--- src/rtl/counter_seq_ctrl.sv ---
// Sequencer for the lab 4-bit counter: load a start value, count a programmed number of wrap rounds, pulse done.
// Optional abort input/aborted output enabled by defining CNT_SEQ_CTRL_ABORT_EN.
module counter_seq_ctrl #(
   parameter int RND_W = 4
) (
   input  logic             clk,
   input  logic             rst,
   input  logic             start,
   input  logic             pause,
   input  logic [3:0]       start_val,
   input  logic [RND_W-1:0] rounds,
   input  logic [3:0]       cnt_q,
   input  logic             cnt_rc,
`ifdef CNT_SEQ_CTRL_ABORT_EN
   input  logic             abort,
   output logic             aborted,
`endif
   output logic             cnt_ld,
   output logic             cnt_ce,
   output logic [3:0]       cnt_d,
   output logic             busy,
   output logic             done,
   output logic [RND_W-1:0] rnd_left
);

   typedef enum logic [1:0] {
      IDLE = 2'd0,
      LOAD = 2'd1,
      RUN  = 2'd2,
      DONE = 2'd3
   } state_t;

   state_t           state, state_n;
   logic [3:0]       d_n;
   logic [RND_W-1:0] rnd_n;
   logic             abort_req;
   logic             active;
   logic             wrap;
   logic             unused_cnt_q;

   // Counter state is observed for debug only; nothing in the control path depends on it.
   assign unused_cnt_q = ^cnt_q;

`ifdef CNT_SEQ_CTRL_ABORT_EN
   assign abort_req = abort;
`else
   assign abort_req = 1'b0;
`endif

   assign active   = (state == LOAD) || (state == RUN);
   assign cnt_ce   = (state == RUN) && !pause && !abort_req;
   assign wrap     = cnt_ce && cnt_rc;
   assign cnt_ld   = (state == LOAD);
   assign busy     = active;
   assign done     = (state == DONE);

   always_ff @(posedge clk) begin
      if (rst) begin
         state    <= IDLE;
         cnt_d    <= 4'd0;
         rnd_left <= '0;
      end else begin
         state    <= state_n;
         cnt_d    <= d_n;
         rnd_left <= rnd_n;
      end
   end

   always_comb begin
      state_n = state;
      d_n     = cnt_d;
      rnd_n   = rnd_left;
      case (state)
         IDLE: begin
            if (start) begin
               state_n = LOAD;
               d_n     = start_val;
               rnd_n   = rounds;
            end
         end
         LOAD: begin
            if (abort_req) begin
               state_n = IDLE;
               rnd_n   = '0;
            end else if (rnd_left == '0) begin
               state_n = DONE;
            end else begin
               state_n = RUN;
            end
         end
         RUN: begin
            if (abort_req) begin
               state_n = IDLE;
               rnd_n   = '0;
            end else if (wrap && (rnd_left != '0)) begin
               rnd_n = rnd_left - RND_W'(1);
               if (rnd_left == RND_W'(1)) state_n = DONE;
            end
         end
         DONE: begin
            state_n = IDLE;
         end
         default: begin
            state_n = IDLE;
         end
      endcase
   end

`ifdef CNT_SEQ_CTRL_ABORT_EN
   // One-cycle pulse in the IDLE cycle that follows an accepted abort.
   always_ff @(posedge clk) begin
      if (rst) aborted <= 1'b0;
      else     aborted <= abort && active;
   end
`endif

endmodule

--- config.mk ---
export PLATFORM = sky130hd
export DESIGN_NAME = counter_seq_ctrl
export DESIGN_NICKNAME = d
export VERILOG_FILES = /design/src/rtl/counter_seq_ctrl.sv
export SDC_FILE = /design/constraint.sdc
export NUM_CORES = 1
export LEC_CHECK = 0
export ABC_AREA = 1
export CORE_ASPECT_RATIO = 1.25
export CORE_UTILIZATION = 40
export DETAILED_ROUTE_END_ITERATION = 7
export GPL_TIMING_DRIVEN = 0
export PLACE_DENSITY = 0.76
export SETUP_SLACK_MARGIN = 0.2
export SLEW_MARGIN = 40
export SYNTH_ARGS = -nofsm -noshare
export SYNTH_HDL_FRONTEND = slang
export SYNTH_SLANG_ARGS = --single-unit
--- constraint.sdc ---
create_clock -name clk -period 1.8 [get_ports clk]
set_clock_uncertainty 0.05 [all_clocks]
set_input_delay 0.18 -clock clk [delete_from_list [all_inputs] [get_ports clk]]
set_output_delay 0.18 -clock clk [all_outputs]
set_load 0.05 [all_outputs]
; ---- Yosys cells after proc, flatten, opt, wreduce, memory -nomap -nowiden
; Cells that the tools add are included.
[word_totals]
word_cells = 31
in_bits = 17
output_inout_bits = 12
regBits = 10
[op_classes]
mux = 8
n_eq_ne = 7
reduce_logical = 12
add_sub_neg = 1
[op_table]
columns = cell, count
row1 = 2-to-1 mux 4 bit, 2
row2 = case mux 2 bit (4 select lines), 1
row3 = case mux 4 bit (2 select lines), 1
row4 = 2-to-1 mux 2 bit, 3
row5 = AND reduction 3 bit, 2
row6 = == test 2 bit (second input constant), 2
row7 = == test 4 x 1 -> 1 bit (second input constant), 1
row8 = zero test 4 bit, 1
row9 = inequality test 2 x 1 -> 1 bit (second input constant), 2
row10 = nonzero test 4 bit, 1
row11 = subtractor 4 x 1 -> 4 bit (second input constant), 1
row12 = logical AND 1 bit, 3
row13 = == test 2 x 1 -> 1 bit (second input constant), 1
row14 = zero test 2 bit, 1
row15 = inequality test 2 bit (second input constant), 1
row16 = AND reduction 2 bit, 1
row17 = nonzero test 2 bit, 1
row18 = zero test 1 bit, 1
row19 = logical OR 1 bit, 1
row20 = 2-to-1 mux 1 bit, 1

; ---- Longest topological paths before layout
[logic_depth]
depth_word = 6
ltp_mapped = 9
ltp_nobuf = 9

; ---- Worst setup path before layout
; OpenSTA, ideal clock, no wires.
[synth_timing]
path_kind = reg2reg
from = register rnd_left[0]
to = register rnd_left[0]
setup_ns = 0.114
synth_period_minus_slack_ns = 1.684
arrival_ns = 1.520
slack_ns = 0.116
required_time_ns = 1.636
path_buffers = 0
path_stages_with_launch = 9
path_cell_list = dfxtp_1 inv_1 ha_1 nand2_2 nand2_2 nand2_2 nand3_4 nor2_1 nor2_2
[synth_via]
elab_chain_len = 4
word_cells_on_any_way = 7
cone_classes = add/sub: 1 / eq/ne: 1 / mux: 2 / reduce/logical: 3
[synth_lines]
columns = element, line_no
row1 = start: declaration, 23  ; output logic [RND_W-1:0] rnd_left
row2 = start signal: assignment, 65  ; rnd_left <= rnd_n;
row3 = branches (longest 4 deep; another with subtractor 4 x 1 -> 4 bit), -
; Several ways; the timed one is not identified. The select of a mux whose other input is x is not followed.
; A chain may end at the register's enable or synchronous reset.

; ---- Final worst setup path
[layout_timing]
from = register state[0]
to = output port cnt_ce
[layout_via]
elab_chain_len = 2
[layout_lines]
columns = element, line_no
row1 = start: declaration, 33  ; state_t state, state_n;
row2 = start signal: assignment, 63  ; state <= state_n;
row3 = == test 2 bit, 51  ; assign cnt_ce = (state == RUN) && !pause && !abort_req;
row4 = logical AND 1 bit, 51
row5 = end: declaration, 19  ; output logic cnt_ce,
; Every way passes these cells.

==> flow_summary.toml <==
[drt]
drtPass1Iterations = 4
drc_errors = 0
ant_nets = 0
vias_per_cell = 4.63
wirelength_um = 1330
vias = 662
drt_iter0_drc = 15
wl_per_cell_um = 9.33

[sta]
maxSlewHeadroom = 0.672
max_freq_mhz = 651
worstMarginPinSlew_ns = 0.494
period_needed_ns = 1.54
finalSetupViolations = 0
setup_ws_ns = 0.263
setup_tns_ns = 0
rsz0062_at_grt = "true"
fin_crit_sh = 0.854
hold_viol = 0
slew_violations = 0

[synth]
synth_area_um2 = 671
avgSynthCellArea_um2 = 6.91
synth_warnings = 0
async_reset_ff_frac = 0
ys_seq_area_frac = 0.299
synth_top_area_frac = 0.299
synth_cell_types = 17
syn_inst = 97
synthesis.nets = 122
synth_most_common_cell = "nand2_1"
synth_commonest_cells = "25 x nand2_1, 17 x nor2_1, 10 x dfxtp_1, 8 x ha_1"
synth_seq_cells = 10
synth_top_area_cell = "dfxtp_1"
synth_edf_count = 0
synth_ff_type = "dfxtp_1"
synthTopCellsByArea = "dfxtp_1 30%, ha_1 15%, nand2_1 14%"

[global_routing]
grt-busiest-layer = "met2"
globalRouteMet1Util = 0.196
grt_use_total = 0.161
grt_pass1_vias = 564
grt_max_degree = 11
grt_pass1_wl_um = 2120
antenna_found_initial = 0
gr-usage-met2 = 0.270
globalRouteOverflowTotal = 0
use_met3 = 0.0140

[setup_path]
cp_slowest_cell = "dfxtp_1"
cp.required_ns = 1.57
crit_family = "buffers and inverters"
critPathMaxFanout = 8
crit_top_cell = "inv_2"
cp_cell_sequence = "inv_2 > ha_4 > inv_2 > nor2_2 > clkbuf_4"
crit_arrival_ns = 1.31
path_buf_inv = 3
end_kind = "output pin"
cpPeakStageDelay_ns = 0.39
crit_path_start_kind = "register"
worstSetupPathType = "register to output pin"

[placed_design]
place.detailed.hpwl_um = 1030
gp_congestion = 0.832
place_area_um2 = 938
place_ws_ns = -0.194
dp.cells = 139
port_buffers = 24

[clocking]
ctsRootBufferMaster = "clkbuf_4"
htree_levels = 1
cts_tree = "yes"
hold_buffers = 0
post_cts_resized = 22
cts_setup_buffers = 0
cts_buffers = 3
clk_pin_slew_worst_paths_ns = 0.07
insertion_delay_ns = 0.27
cts.sinks = 10
cts_buffer_depth = 2

[floorplanning]
io_pins = 29
die_area_um2 = 1850
die_x_um = 38.6
die-height_um = 47.8
start_util = 0.429
rows = 16
coreArea_um2 = 1560

[finish]
drive_gt1_frac = 0.248
syn2layout_area_growth_pct = 45.3
final_nets = 151
diodes = 0
fin_cells = 143
stdcell_area_um2 = 975

[power]
powerDensity_nw_per_um2 = 2070
p_seq_frac = 0.204
irDropWorstVdd_v = 0.000937
power_switching_w = 0.00112
p_sw_frac = 0.556
design_power_total_w = 0.00202
power_frac_clock = 0.103
p_int_w = 0.000898
leakage_nw = 0.486
power_frac_comb = 0.693

[run_status]
status = "completed"

[min_path]
worstHoldPathType = "register to register"

[run]
maxCapViolCount = 0
==> kinds of logic after synthesis <==
| family | synth area share |
|---|---|
| and+or+nand+nor | 0.424 |
| adders and majority gates | 0.149 |
| DFF | 0.299 |
| buffers and inverters | 0.0690 |
| AOI/OAI and AO/OA | 0.0597 |
==> power groups by stage <==
stage	logic [W]	clock network [W]	registers, W
after floorplan	0.000891	0	0.000623
after global placement	0.00143	0	0.000405
after detailed placement	0.00145	0	0.000409
after CTS	0.00138	0.000212	0.000401
after global routing	0.00155	0.000225	0.000423
final	0.00140	0.000209	0.000411
==> layout by cell type (no fill, tap or decap), drive strengths merged <==
cell           Yosys  routed
nand2             29      29
nor2              24      24
clkdlybuf4s50      0      12
dfxtp             10      10
inv               10      10
dlygate4sd2        0       8
ha                 8       8
o21ai              7       7
clkbuf             0       6
nand3              5       5
or2                2       2
clkdlybuf4s15      0       2
clkinv             1       1
a21oi              1       1
==> layout make-up <==
cell class,count,area [µm²]
Sequential cell,10,204
Fill cell,151,587
Timing Repair Buffer,24,226
Clock buffer,4,36.3
Multi-Input combinational cell,76,439
Tap cell,18,22.5
Inverter,11,46.3
==> per-layer routing <==
metal / part of all wire / vias to the layer above
li1: - / 357
met1: 0.45 / 285
met2: 0.49 / 16
met3: 0.041 / 4
met4: 0.021 / 0
met5: 0 / -
==> path summary, 6_finish.rpt <==
check        startpoint           to  slack, ns  cells past startpoint
min            cnt_d[0]     cnt_d[0]       0.44                      2
max reg2reg    state[1]  rnd_left[1]       0.40                      8
max            state[0]       cnt_ce       0.26                      5
min reg2reg    cnt_d[0]     cnt_d[0]       0.44                      2
==> tightest hold or removal path, stage by stage (launching register included) <==
cell and delay [ns]:
dfxtp_1 0.31, nor2_1 0.09, nor2_1 0.05
==> flip-flops by register name, indices dropped and copies added, names as in the netlist <==
signal,cells
state,2
rnd_left,4
cnt_d,4
==> through the flow <==
stage               hold slack [ns]  utilization
floorplan                     0.279            -
global placement              0.417        0.601
detailed placement            0.426        0.601
CTS                           0.437        0.611
global route                  0.468        0.624
finish                        0.437        0.624
(Power assumes the default switching activity.)
